**src/rtl/decode_stage.sv**
```systemverilog
// RV32I/RV64I decode pipeline stage: combinational decode of the fetch beat into a registered
// output slot backed by an optional skid entry, with flush and a saturating illegal counter.
module decode_stage #(
  parameter int unsigned XLEN  = 32,
  parameter int unsigned M_EXT = 0,
  parameter int unsigned SKID  = 1,
  parameter int unsigned CNT_W = 16
) (
  input  logic             CLK,
  input  logic             RESET_N,
  input  logic             IN_VALID,
  output logic             IN_READY,
  input  logic [31:0]      INSTR,
  input  logic [XLEN-1:0]  PC,
  input  logic             FLUSH,
  output logic             OUT_VALID,
  input  logic             OUT_READY,
  output logic [XLEN-1:0]  OUT_PC,
  output logic [4:0]       RS1,
  output logic [4:0]       RS2,
  output logic [4:0]       RD,
  output logic [XLEN-1:0]  IMM,
  output logic             OP1SEL,
  output logic             OP2SEL,
  output logic             REG_WRITE_EN,
  output logic [1:0]       WB_SEL,
  output logic [4:0]       ALUOP,
  output logic [2:0]       BRANCH_JUMP,
  output logic [2:0]       IMM_SEL,
  output logic [3:0]       READ_WRITE,
  output logic             ILLEGAL,
  output logic [CNT_W-1:0] ILLEGAL_CNT
);

  localparam logic [6:0] OpcLui     = 7'b0110111;
  localparam logic [6:0] OpcAuipc   = 7'b0010111;
  localparam logic [6:0] OpcJal     = 7'b1101111;
  localparam logic [6:0] OpcJalr    = 7'b1100111;
  localparam logic [6:0] OpcBranch  = 7'b1100011;
  localparam logic [6:0] OpcLoad    = 7'b0000011;
  localparam logic [6:0] OpcStore   = 7'b0100011;
  localparam logic [6:0] OpcOpImm   = 7'b0010011;
  localparam logic [6:0] OpcOp      = 7'b0110011;
  localparam logic [6:0] OpcMiscMem = 7'b0001111;

  typedef struct packed {
    logic [XLEN-1:0] pc;
    logic [4:0]      rs1;
    logic [4:0]      rs2;
    logic [4:0]      rd;
    logic [XLEN-1:0] imm;
    logic            op1sel;
    logic            op2sel;
    logic            reg_write_en;
    logic [1:0]      wb_sel;
    logic [4:0]      aluop;
    logic [2:0]      branch_jump;
    logic [2:0]      imm_sel;
    logic [3:0]      read_write;
    logic            illegal;
  } beat_t;

  function automatic beat_t nop_beat();
    beat_t b;
    b             = '0;
    b.branch_jump = 3'b010;
    return b;
  endfunction

  logic [6:0] opcode;
  logic [2:0] funct3;
  logic [6:0] funct7;
  logic [6:0] sh_hi;
  logic       load_ok;

  assign opcode = INSTR[6:0];
  assign funct3 = INSTR[14:12];
  assign funct7 = INSTR[31:25];
  // On RV64 bit 25 is shamt[5], so only the upper six bits qualify a shift.
  assign sh_hi  = (XLEN == 64) ? {INSTR[31:26], 1'b0} : INSTR[31:25];

  always_comb begin
    load_ok = 1'b0;
    case (funct3)
      3'b000, 3'b001, 3'b010, 3'b100, 3'b101: load_ok = 1'b1;
      3'b011, 3'b110:                         load_ok = (XLEN == 64);
      default:                                load_ok = 1'b0;
    endcase
  end

  logic signed [31:0] imm_i32, imm_s32, imm_b32, imm_u32, imm_j32;
  logic [XLEN-1:0]    imm_i, imm_s, imm_b, imm_u, imm_j;

  assign imm_i32 = {{20{INSTR[31]}}, INSTR[31:20]};
  assign imm_s32 = {{20{INSTR[31]}}, INSTR[31:25], INSTR[11:7]};
  assign imm_b32 = {{19{INSTR[31]}}, INSTR[31], INSTR[7], INSTR[30:25], INSTR[11:8], 1'b0};
  assign imm_u32 = {INSTR[31:12], 12'h000};
  assign imm_j32 = {{11{INSTR[31]}}, INSTR[31], INSTR[19:12], INSTR[20], INSTR[30:21], 1'b0};
  assign imm_i   = XLEN'(imm_i32);
  assign imm_s   = XLEN'(imm_s32);
  assign imm_b   = XLEN'(imm_b32);
  assign imm_u   = XLEN'(imm_u32);
  assign imm_j   = XLEN'(imm_j32);

  beat_t dec;
  logic  legal;

  always_comb begin
    dec     = nop_beat();
    dec.pc  = PC;
    dec.rs1 = INSTR[19:15];
    dec.rs2 = INSTR[24:20];
    dec.rd  = INSTR[11:7];
    legal   = 1'b0;
    case (opcode)
      OpcLui: begin
        legal            = 1'b1;
        dec.reg_write_en = 1'b1;
        dec.wb_sel       = 2'b10;
        dec.imm          = imm_u;
      end
      OpcAuipc: begin
        legal            = 1'b1;
        dec.op1sel       = 1'b1;
        dec.op2sel       = 1'b1;
        dec.reg_write_en = 1'b1;
        dec.imm          = imm_u;
      end
      OpcJal: begin
        legal            = 1'b1;
        dec.op1sel       = 1'b1;
        dec.op2sel       = 1'b1;
        dec.reg_write_en = 1'b1;
        dec.wb_sel       = 2'b11;
        dec.branch_jump  = 3'b011;
        dec.imm_sel      = 3'b001;
        dec.imm          = imm_j;
      end
      OpcJalr: begin
        legal            = (funct3 == 3'b000);
        dec.op2sel       = 1'b1;
        dec.reg_write_en = 1'b1;
        dec.wb_sel       = 2'b11;
        dec.branch_jump  = 3'b011;
        dec.imm_sel      = 3'b100;
        dec.imm          = imm_i;
      end
      OpcBranch: begin
        legal           = (funct3 != 3'b010) && (funct3 != 3'b011);
        dec.op1sel      = 1'b1;
        dec.op2sel      = 1'b1;
        dec.imm_sel     = 3'b011;
        dec.branch_jump = funct3;
        dec.imm         = imm_b;
      end
      OpcLoad: begin
        legal            = load_ok;
        dec.op2sel       = 1'b1;
        dec.reg_write_en = 1'b1;
        dec.wb_sel       = 2'b01;
        dec.imm_sel      = 3'b100;
        dec.imm          = imm_i;
        case (funct3)
          3'b000:  dec.read_write = 4'b1000;
          3'b001:  dec.read_write = 4'b1001;
          3'b010:  dec.read_write = 4'b1010;
          3'b100:  dec.read_write = 4'b1100;
          3'b101:  dec.read_write = 4'b1101;
          default: dec.read_write = 4'b0000;
        endcase
      end
      OpcStore: begin
        legal       = (funct3 <= 3'b010);
        dec.op2sel  = 1'b1;
        dec.imm_sel = 3'b010;
        dec.imm     = imm_s;
        case (funct3)
          3'b000:  dec.read_write = 4'b1011;
          3'b001:  dec.read_write = 4'b1110;
          3'b010:  dec.read_write = 4'b1111;
          default: dec.read_write = 4'b0000;
        endcase
      end
      OpcOpImm: begin
        legal            = 1'b1;
        dec.op2sel       = 1'b1;
        dec.reg_write_en = 1'b1;
        dec.imm_sel      = 3'b100;
        dec.imm          = imm_i;
        dec.aluop        = {funct3, 2'b00};
        case (funct3)
          3'b001: begin
            legal       = (sh_hi == 7'b0000000);
            dec.imm_sel = 3'b101;
            dec.aluop   = {funct3, sh_hi[5], sh_hi[0]};
          end
          3'b101: begin
            legal       = (sh_hi == 7'b0000000) || (sh_hi == 7'b0100000);
            dec.imm_sel = 3'b101;
            dec.aluop   = {funct3, sh_hi[5], sh_hi[0]};
          end
          3'b011:  dec.imm_sel = 3'b110;
          default: ;
        endcase
      end
      OpcOp: begin
        legal = (funct7 == 7'b0000000) ||
                ((funct7 == 7'b0100000) && ((funct3 == 3'b000) || (funct3 == 3'b101))) ||
                ((funct7 == 7'b0000001) && (M_EXT != 0));
        dec.reg_write_en = 1'b1;
        dec.aluop        = {funct3, funct7[5], funct7[0]};
      end
      OpcMiscMem: legal = 1'b1;
      default:    legal = 1'b0;
    endcase
    // Illegal beats keep their addresses for trap reporting but carry no control effect.
    if (!legal) begin
      dec         = nop_beat();
      dec.pc      = PC;
      dec.rs1     = INSTR[19:15];
      dec.rs2     = INSTR[24:20];
      dec.rd      = INSTR[11:7];
      dec.illegal = 1'b1;
    end
  end

  beat_t            out_q, out_d, skid_q, skid_d;
  logic             out_valid_q, out_valid_d;
  logic             skid_valid_q, skid_valid_d;
  logic             in_ready_q, in_ready_d;
  logic [CNT_W-1:0] cnt_q, cnt_d;
  logic             accept, out_free, out_fire;

  assign IN_READY = (SKID != 0) ? in_ready_q : (in_ready_q & (!out_valid_q | OUT_READY));
  assign accept   = IN_VALID & IN_READY;
  assign out_free = !out_valid_q | OUT_READY;
  assign out_fire = out_valid_q & OUT_READY;

  always_comb begin
    out_d        = out_q;
    out_valid_d  = out_valid_q;
    skid_d       = skid_q;
    skid_valid_d = skid_valid_q;
    if (FLUSH) begin
      out_valid_d  = 1'b0;
      skid_valid_d = 1'b0;
    end else if (out_free) begin
      if (skid_valid_q) begin
        out_d        = skid_q;
        out_valid_d  = 1'b1;
        skid_valid_d = accept;
        if (accept) begin
          skid_d = dec;
        end
      end else if (accept) begin
        out_d       = dec;
        out_valid_d = 1'b1;
      end else begin
        out_valid_d = 1'b0;
      end
    end else if (accept && (SKID != 0)) begin
      skid_d       = dec;
      skid_valid_d = 1'b1;
    end
    in_ready_d = !skid_valid_d;
  end

  always_comb begin
    cnt_d = cnt_q;
    if (out_fire && out_q.illegal && !(&cnt_q)) begin
      cnt_d = cnt_q + 1'b1;
    end
  end

  always_ff @(posedge CLK) begin
    if (!RESET_N) begin
      out_q        <= nop_beat();
      skid_q       <= nop_beat();
      out_valid_q  <= 1'b0;
      skid_valid_q <= 1'b0;
      in_ready_q   <= 1'b0;
      cnt_q        <= '0;
    end else begin
      out_q        <= out_d;
      skid_q       <= skid_d;
      out_valid_q  <= out_valid_d;
      skid_valid_q <= skid_valid_d;
      in_ready_q   <= in_ready_d;
      cnt_q        <= cnt_d;
    end
  end

  assign OUT_VALID    = out_valid_q;
  assign OUT_PC       = out_q.pc;
  assign RS1          = out_q.rs1;
  assign RS2          = out_q.rs2;
  assign RD           = out_q.rd;
  assign IMM          = out_q.imm;
  assign OP1SEL       = out_q.op1sel;
  assign OP2SEL       = out_q.op2sel;
  assign REG_WRITE_EN = out_q.reg_write_en;
  assign WB_SEL       = out_q.wb_sel;
  assign ALUOP        = out_q.aluop;
  assign BRANCH_JUMP  = out_q.branch_jump;
  assign IMM_SEL      = out_q.imm_sel;
  assign READ_WRITE   = out_q.read_write;
  assign ILLEGAL      = out_q.illegal;
  assign ILLEGAL_CNT  = cnt_q;

endmodule

```
**config.mk**
```make
export PLATFORM = sky130hd
export DESIGN_NAME = decode_stage
export DESIGN_NICKNAME = d
export VERILOG_FILES = /design/src/rtl/decode_stage.sv
export SDC_FILE = /design/constraint.sdc
export NUM_CORES = 1
export LEC_CHECK = 0
export BUFFER_PORTS_ARGS = -buffer_cell sky130_fd_sc_hd__clkbuf_2
export CORE_MARGIN = 4
export CORE_UTILIZATION = 37
export CTS_BUF_LIST = sky130_fd_sc_hd__clkbuf_16
export DETAILED_ROUTE_END_ITERATION = 7
export HOLD_SLACK_MARGIN = 0.03
export SETUP_SLACK_MARGIN = 0.1
export SLEW_MARGIN = 40
export SYNTH_ARGS = -nofsm -noshare
export SYNTH_HDL_FRONTEND = slang
export SYNTH_SLANG_ARGS = --single-unit
```
**constraint.sdc**
```tcl
create_clock -name CLK -period 2.1 [get_ports CLK]
set_clock_uncertainty 0.05 [all_clocks]
set_input_delay 0.105 -clock CLK [delete_from_list [all_inputs] [get_ports CLK]]
set_output_delay 0.105 -clock CLK [all_outputs]
set_load 0.02 [all_outputs]
```
== After elaboration in Yosys (flattened, before gate mapping) ==
Index checks and enable logic that the tools add are counted.
Widths: inputs -> output; s select.
Word-level totals
  flip-flop bits (word level): 219
Cells by class
  add/sub/neg operators: 1
  $lt $le $gt $ge: 1
  equality and inequality tests: 19
  muxes and demuxes: 28
  bitwise logic cells: 5
  reductions and logical operators: 27
Operators by type and width (count)
  $mux 100: 5
  $pmux 32 s5: 1
  $mux 53: 1
  $eq 7x6->1 const B: 4
  $eq 7x7->1 const B: 3
  $pmux 4 s5: 1
  $add 16x1->16 const B: 1
  $reduce_and 16->1: 1
  $pmux 3 s5: 1
  $eq 7x5->1 const B: 2
  $reduce_or 7->1: 2
  $pmux 4 s3: 1
  $mux 1: 10
  $pmux 5 s2: 1
  $reduce_or 2->1: 5
  $pmux 4 s2: 1
  $eq 7x2->1 const B: 1
  $eq 7x4->1 const B: 1
  $logic_not 7->1: 1
  $pmux 1 s7: 1
  $eq 3x2->1 const B: 2
  $eq 3x3->1 const B: 2
  $ne 3x2->1 const B: 2
  $pmux 2 s3: 1
  other kinds (20): 30

== Longest topological paths before layout ==
Gate-level depths: netlist of the first run.
  word-level depth: 9
  gate-level depth with buffers: 9

== Worst setup path before layout of the first run ==
OpenSTA, ideal clock, no wires.
  kind: register to register
  start: register cnt_q[10] (netlist: ILLEGAL_CNT[10])
  end: register cnt_q[1] (netlist: ILLEGAL_CNT[1])
  setup time: 128 ps
  arrival: 1762 ps
  required time: 1922 ps
  path slack: 160 ps
  stages on the path, launching flop included: 6
  period minus slack after synthesis: 1940 ps
  cell sequence: dfxtp_1 -> nand4_1 -> nor4b_2 -> a21oi_1 -> mux2i_1 -> nor2_1
On the way
  word-level cells in the longest chain between the ends: 3
Ends and longest elaborated chain
  start, declared: line 231  | logic [CNT_W-1:0] cnt_q, cnt_d;
  start signal, assigned: line 289  | cnt_q <= cnt_d;
  $reduce_and 16->1: line 270  | if (out_fire && out_q.illegal && !(&cnt_q)) begin
  $logic_not 1->1: line 270
  $logic_and 1x1->1: line 270
Every way passes these cells.
A chain may end at the register's enable or synchronous reset.

== Final worst setup path of the first run ==
  start: input port INSTR[27]
  end: register out_q, in the netlist IMM[25]
On the way
  word-level cells in the longest chain between the ends: 7
Ends and longest elaborated chain
  start, declared: line 13  | input logic [31:0] INSTR,
  $eq 7x6->1 / $logic_not 7->1 (equally long branches)
  $logic_or 1x1->1 / $logic_and 1x1->1 (equally long branches): line 198, 208
  $pmux 1 s2 / $logic_or 1x1->1 (equally long branches): line 191, 207
  $pmux 1 s7 (*): line 115  | case (opcode)
  $mux 53 (*): line 217  | if (!legal) begin
  $mux 100 (*): line 255  | end else if (accept) begin
  $mux 100 (*): line 248  | if (skid_valid_q) begin
  end signal, assigned: line 277  | out_q <= nop_beat();
  end signal, assigned: line 284  | out_q <= out_d;
  end, declared: line 227  | beat_t out_q, out_d, skid_q, skid_d;
Mark *: on every way between the ends. The rest lies on a longest branch, timed or not. The select of a mux whose other input is x is not followed.

==> results of run 1 <==
[registers in the layout (all words and copies together) (netlist names)]
signal,count
IMM,32
ILLEGAL,1
skid_valid_q,1
IN_READY,1
ILLEGAL_CNT,16
OUT_PC,32
REG_WRITE_EN,1
ALUOP,5
WB_SEL,2
READ_WRITE,4
skid_q,100
IMM_SEL,3
OUT_VALID,1
OP2SEL,1
BRANCH_JUMP,3
OP1SEL,1
RS1,5
RS2,5
RD,5
[stage by stage]
step	power [mW]	setup WS [ps]	TNS [ps]	util	cell area [um2]
floorplan	4.77	160	0	-	9570
finish	8.91	86.7	0	0.496	12600
global placement	5.10	-164	-930	0.438	11100
CTS	8.98	120	0	0.490	12400
global route	9.24	89.2	0	0.496	12600
detailed placement	5.11	-62.0	-197	0.438	11100
[critical path, stage by stage]
cell and delay, ps:
dlygate4sd3_1 530, clkbuf_2 140, nor4_1 330, buf_4 190, and3_1 150, and3_1 190
buf_12 150, nor3_4 50, buf_12 140, buf_4 130, o41ai_2 280
[power by group through the flow]
stage	Combinational [mW]	Clock [mW]	Sequential, mW
after global routing	0.931	4.03	4.28
after global placement	0.740	0	4.36
final	0.863	3.77	4.27
after CTS	0.834	3.87	4.27
after detailed placement	0.741	0	4.37
after floorplan	0.321	0	4.45
[metal layers]
| metal | part of all wire | global-route usage | vias to the layer above |
|---|---|---|---|
| li1 | - | - | 4535 |
| met1 | 0.45 | 0.271 | 4264 |
| met2 | 0.46 | 0.326 | 287 |
| met3 | 0.077 | 0.0469 | 52 |
| met4 | 0.019 | 0.0466 | 2 |
| met5 | 0.00043 | 0 | - |
[final cells by class]
class,instances,area [um2],share of cell area
Timing Repair Buffer,319,2270,0.181
Inverter,11,43.8,0.00348
Sequential cell,219,4390,0.349
Clock inverter,18,87.6,0.00697
Multi-Input combinational cell,813,4760,0.379
Tap cell,330,413,0.0328
Clock buffer,24,601,0.0478
[synthesized netlist by cell type (16+ instances only)]
cell type	instances	area, um2
clkbuf_1	62	233
and3_1	31	194
a21oi_1	92	460
and2_1	25	156
a211oi_1	53	398
buf_2	17	85.1
nand2_1	170	638
nand3_1	22	110
dfxtp_1	219	4380
o21ai_1	16	80.1
mux2i_1	49	490
nor2_1	88	330
o21ai_0	108	541
[worst max-delay path by stage]
stage	from	end	slack [ps]	depth (start not counted)
detailed placement	INSTR[0]	skid_q[22]$_SDFFE_PN0P_	-60	10
global route	INSTR[12]	IMM[3]$_SDFFE_PN0P_	90	9
finish	INSTR[27]	IMM[25]$_SDFFE_PN0P_	90	11
CTS	INSTR[27]	skid_q[26]$_SDFFE_PN0P_	120	9
floorplan	ILLEGAL_CNT[10]$_SDFFE_PN0P_	ILLEGAL_CNT[1]$_SDFFE_PN0P_	160	5
global placement	INSTR[0]	IMM[25]$_SDFFE_PN0P_	-160	7
[kinds of logic after synthesis]
group	synth area share
mux	0.0513
compound gates	0.226
flops	0.458
xor+xnor	0.0128
buf+inv	0.0477
simple gates	0.203
fa+ha+maj	0.00131
[repair_timing]
action,in CTS,in global routing
hold endpoints to repair,161,0
setup buffers,0,9
hold buffers,62,0
gates resized for setup,0,6
setup endpoints to repair,0,46
==> metrics.txt, run 1 <==
flops & latches, synth 219; YS warnings 0; Max VDD drop 0.559 mV; Non-Filler Instances 1734; final slew viol count 0; first-pass GRT wire length 47000 um; switching power 2.26 mW; status completed; RR Startpoint skid_valid_q$_SDFF_PN0_; Num CTS Buffers 24; drt initial violations 794; internal power 6.64 mW; I/O pin count 187; share of cells above drive strength 1 0.224; Fin. Hold Viols 0; CTS root buf clkbuf_16; measured slew at the worst slew-check pin 782 ps; Worst Setup Start Kind primary input; Diodes inserted 0; commonest non-fill, non-tap cell in the layout dfxtp_1; PortBufs 186; Via density 5.27; critical path type primary input to register; CTS clk-pin slew, worst paths 60 ps; # DRC 0; RSZ-0062 raised after global routing true; fillcell total 2420; Power Dens Cells 709 mW/mm2; hold path depth 4; Synth cell types 72; Setup Viol. Count Final 0; GRT Total Usage 0.200; routed vias 9140; CP endpoint kind register; Post-Syn Nets 1210; layout net count 1458; total routed wirelength 30300 um; Mean Syn Cell Area 8.39 um2; GR Overflow Total 0; Worst Hold Path EP skid_q[8]$_SDFFE_PN0P_; R2R Path End IMM[1]$_SDFFE_PN0P_; fin crit period 2010 ps; Mapped Cells 1140; post-synthesis sequential area ratio 0.458; hold path start INSTR[2]; GP Congestion 0.872; Chip Height 169 um; Gate power share 0.097; number of global-route vias before repair 8681; R2R Setup Slk 240 ps; clock sink count 219; Async SR Flop Fraction 0; initial core utilization 0.378; final period utilization 0.959; Layout area overhead 31.4%; worst path required time 2480 ps; ys flop type dfxtp_1; Inst Count DP 1619; Worst-Skew Late Latency 530 ps; First-pass DRT Iterations 5; worst-path fanout max 12; worst path arrival time 2400 ps; Site Rows 58; detailed placer's ending HPWL 19300 um; worst hold slack 73.9 ps; mapped cell area 0.00957 mm2; f_max 497 MHz; H-tree lvl count 1; Flop pwr share 0.480; Die X-Extent 169 um; Sw Ratio 0.254; Hold Path Class primary input to register; die area 0.0285 mm2; count of flip-flops with a built-in enable after synthesis 0; core area 0.0253 mm2; clock power share 0.423; CTS tree done; maxcap violations 0; Pleak 4.82 nW; antenna violations before repair 1; largest net degree at the start of global routing 72; clk buf depth 3; routed length per instance 17.5 um; commonest non-fill, non-tap cells in the layout dfxtp_1 (217), clkbuf_2 (186), nand2_1 (170); r2r worst-path depth 9; Max-slew headroom 0.478; Routed Antenna Nets 0
(Power assumes the default switching activity.)
==> run 2, diff against run 1 <==
--- a/config.mk
+++ b/config.mk
@@ -11,6 +11,7 @@
 export CTS_BUF_LIST = sky130_fd_sc_hd__clkbuf_16
 export DETAILED_ROUTE_END_ITERATION = 7
 export HOLD_SLACK_MARGIN = 0.03
+export RECOVER_POWER = 100
 export SETUP_SLACK_MARGIN = 0.1
 export SLEW_MARGIN = 40
 export SYNTH_ARGS = -nofsm -noshare
==> run 2 against run 1 <==
Combinational power decreased by 3.4%. Worst setup slack got worse by 9.8 ps. Clock power about the same. Core utilization decreased by 0.85 points. Global-route usage unchanged. Design area decreased by 1.7%. Die area unchanged. Via count increased by 0.37%. Worst hold slack got worse by 15 ps. Sequential power about the same. Register-to-register slack got worse by 50 ps. Final cell count about the same. Largest cell class unchanged. Largest power group unchanged.
==> metrics.txt, run 2 (synthesis results as in run 1) <==
Inst Count DP 1619 (unchanged); routed length per instance 17.5 um (-0.10%); antenna violations before repair 1 (unchanged); # DRC 0 (unchanged); Site Rows 58 (unchanged); final slew viol count 0 (unchanged); I/O pin count 187 (unchanged); critical path type primary input to register; CP cell instances dlygate4sd3_1, clkbuf_1, nor4_1, buf_4, a31oi_1, o32ai_1, buf_12, nor3_4, buf_12, buf_4, o41ai_2; GRT Total Usage 0.200 (unchanged); GR Overflow Total 0 (unchanged); clk buf depth 3 (unchanged); H-tree lvl count 1 (unchanged); fin crit period 2020 ps (+9.80 ps); CTS tree done; initial core utilization 0.378 (unchanged); Power Dens Cells 718 mW/mm2 (+1.3%); Worst Setup Start Kind primary input; CTS clk-pin slew, worst paths 60 ps (about the same); worst hold slack 58.4 ps (-15.5 ps); worst path required time 2480 ps (about the same); measured slew at the worst slew-check pin 769 ps (-13.7 ps); Setup Viol. Count Final 0 (unchanged); core area 0.0253 mm2 (unchanged); routed vias 9174 (+0.37%); final period utilization 0.963 (+0.00467); Max VDD drop 0.556 mV (-0.52%); RSZ-0062 raised after global routing true; Pleak 4.40 nW (-8.8%); status completed; drt initial violations 697 (-12%); Die X-Extent 169 um (unchanged); Via density 5.29 (+0.31%); First-pass DRT Iterations 5 (unchanged); CP peak stage delay 530 ps (about the same); Largest Register skid_q; PortBufs 186 (unchanged); total routed wirelength 30300 um (about the same); commonest non-fill, non-tap cell in the layout dfxtp_1; worst-path fanout max 12 (unchanged); slowest CP cell dlygate4sd3_1; Routed Antenna Nets 0 (unchanged); clock sink count 219 (unchanged); commonest non-fill, non-tap cells in the layout dfxtp_1 (217), nand2_1 (170), o21ai_0 (121), clkbuf_1 (121), a21oi_1 (92); worst path arrival time 2400 ps (about the same); maxcap violations 0 (unchanged); die area 0.0285 mm2 (unchanged); f_max 494 MHz (-0.48%); CTS root buf clkbuf_16; Non-Filler Instances 1735 (+0.058%); largest net degree at the start of global routing 72 (unchanged); detailed placer's ending HPWL 19300 um (unchanged); GP Congestion 0.872 (unchanged); max reg flops 100 (unchanged); number of global-route vias before repair 8681 (unchanged); first-pass GRT wire length 47000 um (unchanged); Layout area overhead 29.2%; CP endpoint kind register; share of cells above drive strength 1 0.135 (-0.0897); Max-slew headroom 0.488 (+0.00914); Worst-Skew Late Latency 520 ps (about the same); layout net count 1458 (unchanged); Hold Path Class primary input to register; Chip Height 169 um (unchanged); Fin. Hold Viols 0 (unchanged); Num CTS Buffers 24 (unchanged)
## run 2: per-layer routing
metal,global-route usage,wire [um]
met1,0.271,13500
met4,0.0466,529
met2,0.326,14000
met5,0,13
met3,0.0469,2310
## run 2: stage by stage
stage / setup TNS [ps] / instance area (um2) / setup WS, ps / power (mW) / utilization
final: 0 / 12400 / 76.9 / 8.87 / 0.488
after global routing: 0 / 12400 / 60.1 / 9.21 / 0.488
after CTS: 0 / 12400 / 120 / 8.98 / 0.490
after detailed placement: -197 / 11100 / -62.0 / 5.11 / 0.438
after global placement: -930 / 11100 / -164 / 5.10 / 0.438
after floorplan: 0 / 9570 / 160 / 4.77 / -
## run 2: area by class of cell
class                           count  area [um2]
Timing Repair Buffer              319        2090
Antenna cell                        1        2.50
Sequential cell                   219        4390
Tap cell                          330         413
Inverter                           11        43.8
Multi-Input combinational cell    813        4730
Clock buffer                       24         601
Clock inverter                     18        87.6
Fill cell                        2497       13000
## run 2: timing repair
| item | in CTS | in global routing |
|---|---|---|
| resized for setup | 0 | 6 |
| setup buffers | 0 | 9 |
| hold endpoints to repair | 161 | 0 |
| endpoints found under the setup margin | 0 | 46 |
| hold buffers | 62 | 0 |
## run 2: worst paths after layout
kind	from	end	slack [ps]	depth (start not counted)
worst min register to register	skid_q[35]$_SDFFE_PN0P_	skid_q[35]$_SDFFE_PN0P_	390	2
worst max register to register	OUT_VALID$_SDFFE_PP0N_	skid_q[49]$_SDFFE_PN0P_	190	7
worst max-delay path	INSTR[27]	IMM[25]$_SDFFE_PN0P_	80	11
worst min-delay path	INSTR[0]	skid_q[18]$_SDFFE_PN0P_	60	5
## run 2: power by group
group / internal [mW] / leakage [nW] / switching, mW
clock network: 2.06 / 0.370 / 1.69
registers: 4.23 / 1.77 / 0.0440
logic: 0.323 / 2.26 / 0.511
## run 2: worst max-delay path: cells and delay by family
kind	cells	cell delay (ps)
AOI/OAI and AO/OA	3	600
buffers and inverters	6	1320
and+or+nand+nor	2	370
==> run 3, diff against run 2 <==
--- a/config.mk
+++ b/config.mk
@@ -5,11 +5,13 @@
 export SDC_FILE = /design/constraint.sdc
 export NUM_CORES = 1
 export LEC_CHECK = 0
+export ABC_AREA = 1
 export BUFFER_PORTS_ARGS = -buffer_cell sky130_fd_sc_hd__clkbuf_2
 export CORE_MARGIN = 4
 export CORE_UTILIZATION = 37
 export CTS_BUF_LIST = sky130_fd_sc_hd__clkbuf_16
 export DETAILED_ROUTE_END_ITERATION = 7
+export GPL_TIMING_DRIVEN = 0
 export HOLD_SLACK_MARGIN = 0.03
 export RECOVER_POWER = 100
 export SETUP_SLACK_MARGIN = 0.1
==> run 3 against run 2 <==
Synthesized area increased by 0.89%. Maximum frequency increased by 4.1%. Sequential share of layout area increased by 0.089 points. Largest power group is now the clock network.
==> metrics.txt, run 3 <==
status completed; GR Overflow Total 0 (unchanged); setup TNS 0 ps (unchanged); clk buf depth 3 (unchanged); switching power 2.31 mW (+2.5%); clock power share 0.471 (+0.047); clock sink count 219 (unchanged); max reg flops 100 (unchanged); Final WS setup 157 ps (+79.8 ps); most frequent cells after synthesis nand2_1 (307), dfxtp_1 (219), o21ai_0 (187), a21oi_1 (159), nor2_1 (139); largest net degree at the start of global routing 14 (-81%); Layout area overhead 27.6%; Hold Path Class primary input to register; Sw Ratio 0.243 (-0.0111); initial core utilization 0.380 (+0.00227); Setup Viol. Count Final 0 (unchanged); Gate power share 0.079 (-0.015); mapped cell area 0.00965 mm2 (+0.89%); YS warnings 0 (unchanged); flops & latches, synth 219 (unchanged); PortBufs 185 (-0.54%); GRT Total Usage 0.225 (+0.0253); Die X-Extent 170 um (+0.42%); Via density 5.16 (-2.4%); maxcap violations 0 (unchanged); share of cells above drive strength 1 0.110 (-0.0242); First-pass DRT Iterations 5 (unchanged); Flop pwr share 0.449 (-0.033); worst-path fanout max 10 (-2); Num CTS Buffers 24 (unchanged); antenna violations before repair 0 (-1); detailed placer's ending HPWL 24000 um (+24%); Chip Height 170 um (+0.42%); top cell type's share of synthesized area 0.454 (-0.00404); internal power 7.20 mW (+8.7%); worst path required time 2470 ps (about the same); Diodes inserted 0 (-1); CP cell instances clkbuf_4, inv_8, buf_2, buf_6, a311oi_1, dlygate4sd3_1; Synth cell types 43 (-40%); Worst Setup Start Kind register; commonest non-fill, non-tap cell in the layout nand2_1; grt peak-use layer met2; routed vias 10200 (+11%); ys flop type dfxtp_1; I/O pin count 187 (unchanged); total power 9.50 mW (+7.2%); CTS tree done; met2 Usage GRT 0.373 (+0.0471); Mean Syn Cell Area 7.11 um2 (-15%); top-count cell post-synth nand2_1; worst path arrival time 2310 ps (-90 ps); final slew viol count 0 (unchanged); CP endpoint kind register; post-synthesis sequential area ratio 0.454 (-0.00404); Post-Place Worst Slack -282 ps (-220 ps); CTS clk-pin slew, worst paths 60 ps (about the same); Max-slew headroom 0.503 (+0.0154); Mapped Cells 1357 (+19%); total routed wirelength 33200 um (+9.5%); layout net count 1700 (+17%); number of global-route vias before repair 9641 (+11%); met3 usage 0.0326 (-0.0143); fin crit period 1940 ps (-79.8 ps); Power Dens Cells 772 mW/mm2 (+7.5%); Largest Register skid_q; H-tree lvl count 1 (unchanged); critical path type register to register; GRT met1 Usage 0.314 (+0.0432); Max VDD drop 0.464 mV (-17%); Worst-Skew Late Latency 530 ps (about the same); GP Congestion 0.922 (+5.8%); drt initial violations 1006 (+44%); # DRC 0 (unchanged); synth top area cells dfxtp_1 (45%), nand2_1 (12%), o21ai_0 (9.7%); CTS root buf clkbuf_16; measured slew at the worst slew-check pin 736 ps (-32.7 ps); f_max 515 MHz (+4.1%); largest area contributor in the netlist dfxtp_1; routed length per instance 16.8 um (-3.9%); CP peak stage delay 570 ps (+40 ps); slowest CP cell dlygate4sd3_1; CP top delay family buffers and inverters; first-pass GRT wire length 53000 um (+13%); WP buf/inv 5 (-1); Async SR Flop Fraction 0 (unchanged); Post-Syn Nets 1427 (+18%); Pleak 5.38 nW (+22%); commonest non-fill, non-tap cells in the layout nand2_1 (306), dfxtp_1 (218), o21ai_0 (187); Site Rows 58 (unchanged); core area 0.0254 mm2 (+0.29%); count of flip-flops with a built-in enable after synthesis 0 (unchanged); RSZ-0062 raised after global routing true; Routed Antenna Nets 0 (unchanged); Fin. Hold Viols 0 (unchanged); die area 0.0287 mm2 (+0.85%); final period utilization 0.925 (-0.0380)
## run 3: changes by cell type in the layout (fill, tap and decap cells not counted), moves of 35 or more
cell / delta
a21oi_1: +72
o21ai_0: +66
nand2_1: +136
clkbuf_1: +44
buf_4: -46
a211oi_1: -52
nor2_1: +52
mux2i_1: -49
nand3_1: +35
inv_1: +61
a31oi_1: +39
## run 3: final cells by class
| type | instances | area (um2) |
|---|---|---|
| buffer | 97 | 505 |
| clock buffer | 24 | 601 |
| clock inverter | 20 | 230 |
| fill | 2616 | 13100 |
| inverter | 84 | 328 |
| multi-input combinational | 957 | 4460 |
| sequential | 219 | 4390 |
| tap | 330 | 413 |
| timing repair buffer | 247 | 1390 |
## run 3: timing repair
action / CTS / global route
hold endpoints to repair: 126 / 0
hold buffers: 60 / 0
setup buffers: 0 / 2
setup endpoints to repair: 171 / 148
gates resized for setup: 28 / 21
pin swaps: 0 / 1
## run 3: power groups by stage
stage               Clock (mW)  Sequential, mW  Combinational (mW)
detailed placement           0            4.36               0.672
global placement             0            4.36               0.670
CTS                       4.55            4.27               0.768
finish                    4.48            4.27               0.754
global route              4.73            4.28               0.831
floorplan                    0            4.44               0.301
## run 3: final timing paths
check	slack (ps)	depth (start not counted)	start	endpoint
worst max register to register	160	6	skid_valid_q$_SDFF_PN0_	OUT_VALID$_SDFFE_PP0N_
worst min register to register	400	2	skid_q[11]$_SDFFE_PN0P_	skid_q[11]$_SDFFE_PN0P_
worst min-delay path	50	6	OUT_READY	ILLEGAL_CNT[1]$_SDFFE_PN0P_
worst max-delay path	160	6	skid_valid_q$_SDFF_PN0_	OUT_VALID$_SDFFE_PP0N_
## run 3: through the flow
step                       util  hold WS, ps  cell area, um2  std cells
after global routing      0.485         99.7           12300       1978
after global placement    0.433          262           11000       1872
after detailed placement  0.433          262           11000       1872
after CTS                 0.491         32.5           12500       1976
after floorplan               -          133            9650       1357
final                     0.485         53.2           12300       1978
## run 3: kinds of logic (layout without fill, tap and decap cells)
logic type      after synthesis  after routing  synth area share
simple gates                534            534             0.228
compound gates              417            417             0.229
flops                       219            219             0.454
buf+inv                     181            472            0.0830
xor+xnor                      5              5           0.00454
fa+ha+maj                     1              1           0.00130
## run 3: metal layers
| metal | wire, um | up-vias | part of all wire |
|---|---|---|---|
| met5 | 0 | - | 0 |
| met4 | 731 | 0 | 0.022 |
| met3 | 2200 | 48 | 0.066 |
| met2 | 15300 | 368 | 0.46 |
| met1 | 15000 | 4723 | 0.45 |
| li1 | - | 5069 | - |
## run 3: worst register-to-register path, cell delays in order (launching register included)
cell           delay, ps
dfxtp_1              300
clkbuf_4             180
inv_8                110
buf_2                310
buf_6                210
a311oi_1             100
dlygate4sd3_1        570
